==> config.mk <==
export PLATFORM = sky130hd
export DESIGN_NAME = ws2812_serializer
export DESIGN_NICKNAME = d
export VERILOG_FILES = /design/src/rtl/ws2812_serializer.sv
export SDC_FILE = /design/constraint.sdc
export NUM_CORES = 1
export LEC_CHECK = 0
export BUFFER_PORTS_ARGS = -buffer_cell sky130_fd_sc_hd__buf_2
export CAP_MARGIN = 10
export CORE_MARGIN = 3
export CORE_UTILIZATION = 42
export CTS_CLUSTER_SIZE = 20
export DETAILED_ROUTE_END_ITERATION = 7
export GPL_ROUTABILITY_DRIVEN = 0
export PLACE_DENSITY = 0.63
export REMOVE_ABC_BUFFERS = 1
export SLEW_MARGIN = 40
export SYNTH_ARGS = -nofsm -noshare
export SYNTH_HDL_FRONTEND = slang
export SYNTH_SLANG_ARGS = --single-unit
==> constraint.sdc <==
create_clock -name clk_i -period 4.1 [get_ports clk_i]
set_input_delay 0.615 -clock clk_i [delete_from_list [all_inputs] [get_ports clk_i]]
set_output_delay 0.615 -clock clk_i [all_outputs]
set_load 0.005 [all_outputs]
==> src/rtl/ws2812_serializer.sv <==
// ws2812_serializer: pixel words to the WS2812 single-wire bitstream.
// Define WS_RGBW_EN for 32-bit GRBW pixels (SK6812); default is 24-bit GRB.
module ws2812_serializer #(
   parameter int SYSTEM_CLOCK = 50000000,
   parameter int T0H_NS       = 400,
   parameter int T1H_NS       = 800,
   parameter int BIT_NS       = 1250,
   parameter int RESET_US     = 80,
`ifdef WS_RGBW_EN
   localparam int PW          = 32
`else
   localparam int PW          = 24
`endif
) (
   input  logic          clk_i,
   input  logic          reset_i,
   input  logic [PW-1:0] pix_data_i,
   input  logic          pix_valid_i,
   input  logic          pix_last_i,
   output logic          pix_ready_o,
   output logic          do_o,
   output logic          bsy_o,
   output logic          underrun_o
);

   localparam int MHZ     = SYSTEM_CLOCK / 1000000;
   localparam int T0H_CYC = MHZ * T0H_NS / 1000;
   localparam int T1H_CYC = MHZ * T1H_NS / 1000;
   localparam int BIT_CYC = MHZ * BIT_NS / 1000;
   localparam int RST_CYC = MHZ * RESET_US;
   localparam int CW      = $clog2(BIT_CYC);
   localparam int LW      = $clog2(RST_CYC + 1);
   localparam int IW      = $clog2(PW);

   localparam logic [CW-1:0] C_LAST = CW'(BIT_CYC - 1);
   localparam logic [CW-1:0] C_T0H  = CW'(T0H_CYC);
   localparam logic [CW-1:0] C_T1H  = CW'(T1H_CYC);
   localparam logic [LW-1:0] L_LAST = LW'(RST_CYC - 1);
   localparam logic [IW-1:0] I_TOP  = IW'(PW - 1);

   generate
      if (!(T0H_CYC > 0 && T0H_CYC < T1H_CYC && T1H_CYC < BIT_CYC)) begin : g_bad_timing
         $error("ws2812_serializer: need 0 < T0H < T1H < BIT");
      end
   endgenerate

   typedef enum logic [1:0] {
      S_IDLE,
      S_BIT,
      S_LATCH
   } state_t;

   state_t        state;
   logic [PW-1:0] shreg;
   logic          last_q;
   logic [CW-1:0] cyc;
   logic [IW-1:0] idx;
   logic [LW-1:0] lcnt;

   logic          bit_end;
   logic          pix_end;
   logic [CW-1:0] cyc_nxt;
   logic [CW-1:0] hi_cyc;

   assign bit_end = (state == S_BIT) && (cyc == C_LAST);
   assign pix_end = bit_end && (idx == '0);
   assign cyc_nxt = cyc + 1'b1;
   assign hi_cyc  = shreg[PW-1] ? C_T1H : C_T0H;

   // Ready in the final low cycle of a non-last pixel keeps the bit period seamless.
   assign pix_ready_o = !reset_i &&
                        ((state == S_IDLE) || (pix_end && !last_q));

   always_ff @(posedge clk_i or posedge reset_i) begin
      if (reset_i) begin
         state      <= S_IDLE;
         shreg      <= '0;
         last_q     <= 1'b0;
         cyc        <= '0;
         idx        <= '0;
         lcnt       <= '0;
         do_o       <= 1'b0;
         bsy_o      <= 1'b0;
         underrun_o <= 1'b0;
      end else begin
         underrun_o <= 1'b0;
         unique case (state)
            S_IDLE: begin
               if (pix_valid_i) begin
                  shreg  <= pix_data_i;
                  last_q <= pix_last_i;
                  cyc    <= '0;
                  idx    <= I_TOP;
                  do_o   <= 1'b1;
                  bsy_o  <= 1'b1;
                  state  <= S_BIT;
               end
            end
            S_BIT: begin
               if (!bit_end) begin
                  cyc  <= cyc_nxt;
                  do_o <= (cyc_nxt < hi_cyc);
               end else if (idx != '0) begin
                  shreg <= shreg << 1;
                  idx   <= idx - 1'b1;
                  cyc   <= '0;
                  do_o  <= 1'b1;
               end else if (last_q) begin
                  lcnt  <= '0;
                  do_o  <= 1'b0;
                  state <= S_LATCH;
               end else if (pix_valid_i) begin
                  shreg  <= pix_data_i;
                  last_q <= pix_last_i;
                  cyc    <= '0;
                  idx    <= I_TOP;
                  do_o   <= 1'b1;
               end else begin
                  do_o       <= 1'b0;
                  bsy_o      <= 1'b0;
                  underrun_o <= 1'b1;
                  state      <= S_IDLE;
               end
            end
            S_LATCH: begin
               if (lcnt == L_LAST) begin
                  bsy_o <= 1'b0;
                  state <= S_IDLE;
               end else begin
                  lcnt <= lcnt + 1'b1;
               end
            end
            default: begin
               do_o  <= 1'b0;
               bsy_o <= 1'b0;
               state <= S_IDLE;
            end
         endcase
      end
   end

endmodule

# --- After elaboration in Yosys (flattened, before gate mapping) ---
# Cells that the tools add are included.
classes:
  magnitude_cmp: 1
  n_eq_ne: 15
  bitwise: 1
  n_addsub: 3
  reduce_logical: 19
  mux: 51
ops:
  columns: ["operator", "n"]
  rows:
  - ["24-bit two-way mux", 4]
  - ["12-bit two-way mux", 4]
  - ["24-bit one-hot mux with 2 select lines", 1]
  - ["6-bit two-way mux", 5]
  - ["12-bit one-hot mux with 2 select lines", 1]
  - ["1-bit two-way mux", 20]
  - ["5-bit two-way mux", 4]
  - ["2-bit inequality test, second input constant", 8]
  - ["12-bit by 1-bit adder with 12-bit output, second input constant", 1]
  - ["12-bit == test, second input constant", 1]
  - ["2-bit two-way mux", 6]
  - ["6-bit one-hot mux with 2 select lines", 1]
  - ["5-bit one-hot mux with 2 select lines", 1]
  - ["5-bit AND reduction", 2]
  - ["6-bit by 1-bit adder with 6-bit output, second input constant", 1]
  - ["6-bit == test, second input constant", 1]
  - ["6-bit < comparator", 1]
  - ["1-bit one-hot mux with 3 select lines", 2]
  - ["2-bit one-hot mux with 3 select lines", 1]
  - ["6-bit AND reduction", 1]
  - ["5-bit logical NOT", 1]
  - ["5-bit nonzero test", 1]
  - ["5-bit by 1-bit subtractor with 5-bit output, second input constant", 1]
  - ["1-bit logical AND", 4]
  - ["14 further kinds", 17]
totals:
  register_bits: 53
  out_inout_bits: 4
  input_bits: 28

# --- Longest topological paths before layout ---
logic_depth:
  depth_word: 6
  mapped_depth: 9
  ltp_nobuf: 7

# --- Worst setup path after synthesis ---
# Ideal clock, no wire load.
synth_timing:
  path_type: "reg2out"
  from: "register idx[0]"
  to: "output pix_ready_o"
  t_arrival_ns: 1.681
  required_ns: 3.485
  stages_incl_launch_ff: 7
  path_slack_ns: 1.804
  path_cell_list: "dfrtp_1 inv_1 ha_1 or4b_1 buf_2 o41ai_4 nor3b_1"
synth_via:
  elab_chain_cells: 5
synth_lines:
  columns: ["item", "line", "text"]
  rows:
  - ["start, declared", "57", "logic [IW-1:0] idx;"]
  - ["start signal, assigned", "105", "idx <= idx - 1'b1;"]
  - ["5-bit logical NOT", "66", "assign pix_end = bit_end && (idx == '0);"]
  - ["1-bit logical AND", "66", null]
  - ["1-bit logical AND", "72", "((state == S_IDLE) || (pix_end && !last_q));"]
  - ["1-bit logical OR", "72", null]
  - ["1-bit logical AND", "71", "assign pix_ready_o = !reset_i &&"]
  - ["end, declared", "20", "output logic pix_ready_o,"]
# Every way passes these cells.

# --- Worst setup path in the final report ---
# Ends and elaborated chain as after synthesis.

==> metrics.md <==
| Metric | Value |
|---|---|
| Outcome | finished, final reports clean |
| Yosys cell types | 58 |
| Syn Area/Cell | 10.8 um2 |
| Crit path required time | 3.48 ns |
| Remaining global-route overflow | 0 |
| Clk_lat worst skew | 0.30 ns |
| Synth Cell Area | between 2000 and 3000 um2 |
| Min-delay worst type | in -> async |
| Crit path time final | 2.94 ns |
| Crit path kind | reg -> out |
| Final Net Count | about 330 |
| Multi-input logic area | 1420 um2 |
| Post-DP HPWL | around 4000 um |
| VDD IR-drop max | 0.253 mV |
| Routed vias | between 2000 and 2500 |
| Commonest cells after routing, fill and taps aside | dfrtp_1 (53), buf_2 (31), o221a_1 (19) |
| Worst-Margin Slew | just over 0.8 ns |
| Die H | around 88 um |
| Critical Path Fanout Max | 6 |
| Slew margin rel. | 0.455 |
| Reg2reg path depth | 5 |
| CP Capture Type | output pin |
| Remaining DRCs | 0 |
| # diodes | 0 |
| Syn. warnings | 0 |
| Layout cells sized above 1 | 0.188 |
| # setup viols final | 0 |
| Prevailing post-synth register cell | dfrtp_1 |
| Clk sinks | 53 |
| Setup slack, reg-to-reg | roughly 1.6 ns |
| Die W | just under 90 um |
| PortBufs | 31 |
| First DRT Iteration DRCs | between 150 and 200 |
| DRT Pass-1 Iters | 4 |
| Arrival time worst endpoint | 2.33 ns |
| Fillers | approximately 630 |
| Power Density | about 490 nW/um2 |
| Deepest clock path buffer count | 2 |
| Antenna-violating nets left | 0 |
| Post-synth ARST share | 1.00 |
| Clock root buffer | clkbuf_8 |
| Rows | 29 |
| Vias in the first global route | around 2100 |
| CTS tree | built |
| Synth top area cells | dfrtp_1 (47%), o221a_1 (7.5%), ha_1 (3.5%) |
| Slew Viols, Final | 0 |
| RSZ-0062 raised after global routing | no |
| Fin. Hold Viols | 0 |
| Starting density of the core | 0.441 |
| Register area | 1330 um2 |
| Top-area cell type share of the netlist area | 0.465 |
| Final setup TNS | 0 ns |
| Commonest non-fill, non-tap cell in the layout | dfrtp_1 |
| Syn Inst Count | between 200 and 300 |
| Initial antenna violation count | 0 |
| Area growth syn-to-layout | 10.7% |
| Fmax | 0.340 GHz |
| Reg2Reg Capture Point | shreg[16] |
| Via density | 5.83 |
| Max Cap Viol | 0 |
| Clk slew on worst S/H paths | 0.10 ns |
| Startpoint types | flip-flop |
| Register area share after synthesis | 0.465 |
| Fin util | 0.489 |
| Post-CTS Resized | 0 |
| P_leak | about 1.4 nW |
| Routed WL per cell | about 16 um |
| Crit share post-route | 0.718 |
| H-tree depth | 2 |
| Global-route usage over all layers | 0.161 |
| RR Startpoint | state[0] |
| EDFF count, synth | 0 |
| Die area | slightly below 8000 um2 |
| Hold_buf cts | 0 |
| Largest area contributor in the netlist | dfrtp_1 |
| Flops & latches, synth | 53 |
| Post-Route WL | 5930 um |
| Num CTS Buffers | 5 |
| First-pass GRT wire length | 10000 um |
| Maximum number of pins on one net before global-route repair | 30 |
| Final clock skew | around 0.007 ns |
| Core Area | about 6500 um2 |
| Postcts setup bufs | 0 |
| IO Count | 32 |
metal layers:
metal	GRT usage	wire length [um]	vias to the layer above
met5	0	0	-
met4	0.0357	25	0
li1	-	-	1054
met3	0.0317	250	2
met1	0.231	2920	1056
met2	0.252	2730	44
worst max-delay path, stage by stage (launching register included):
cell     delay (ns)
dfrtp_1        0.40
inv_1          0.12
ha_1           0.17
or4b_1         0.61
o41ai_4        0.29
nor3b_1        0.27
buf_2          0.16
synth_stat cells, drive strengths merged, types with 4 or more instances:
cell / instances
a211o: 4
a21oi: 8
a22o: 4
a31oi: 7
a41oi: 4
and3: 4
buf: 10
dfrtp: 53
ha: 8
inv: 13
nand2: 17
nand2b: 14
nand3: 10
nor2: 9
nor3: 5
nor4: 4
o21ai: 8
o221a: 23
or2b: 12
worst max path at each step:
stage | from | endpoint | cells after the start | slack, ns
global route | idx[0] | pix_ready_o | 6 | 0.96
global placement | idx[0] | pix_ready_o | 6 | 1.53
finish | idx[0] | pix_ready_o | 6 | 1.16
detailed placement | idx[0] | pix_ready_o | 6 | 1.49
CTS | idx[0] | pix_ready_o | 6 | 1.13
floorplan | cyc[1] | shreg[23] | 6 | 1.41
logic make-up (layout without fill, tap and decap cells):
family                     count (synthesis)  after routing  share of synthesized area
DFF                                       53             53                      0.465
AOI/OAI and AO/OA                         78             78                      0.244
xor gates and xnor gates                   4              4                     0.0123
muxes                                      1              1                    0.00351
and+or+nand+nor                           94             94                      0.197
buffers and inverters                     25             55                     0.0421
adders and majority gates                  8              8                     0.0351
layout make-up:
type                       count  share of cell area
tap                           77              0.0305
timing repair buffer          34              0.0563
inverter                      13              0.0155
multi-input combinational    185               0.451
clock buffer                   7              0.0242
clock inverter                 1             0.00238
sequential                    53               0.420
state kept, by name (all words and copies together) (netlist names):
name,count
shreg,24
lcnt,12
cyc,6
idx,5
state,2
bsy_o,1
do_o,1
last_q,1
underrun_o,1
metrics by stage:
step | cell area (um2) | std cells | hold slack, ns | worst slack, ns | power [mW]
floorplan | 2780 | 251 | 0.473 | 1.41 | 1.14
global placement | 3070 | 362 | 0.488 | 1.53 | 1.24
detailed placement | 3070 | 362 | 0.522 | 1.49 | 1.26
CTS | 3160 | 370 | 0.380 | 1.13 | 1.56
global route | 3160 | 370 | 0.405 | 0.963 | 1.66
finish | 3160 | 370 | 0.371 | 1.16 | 1.55
power breakdown:
part,internal [mW],total (mW),switching [mW]
registers,0.688,0.812,0.124
logic,0.249,0.439,0.191
clock network,0.121,0.295,0.173
No activity file was read; power rests on OpenSTA's default activity.
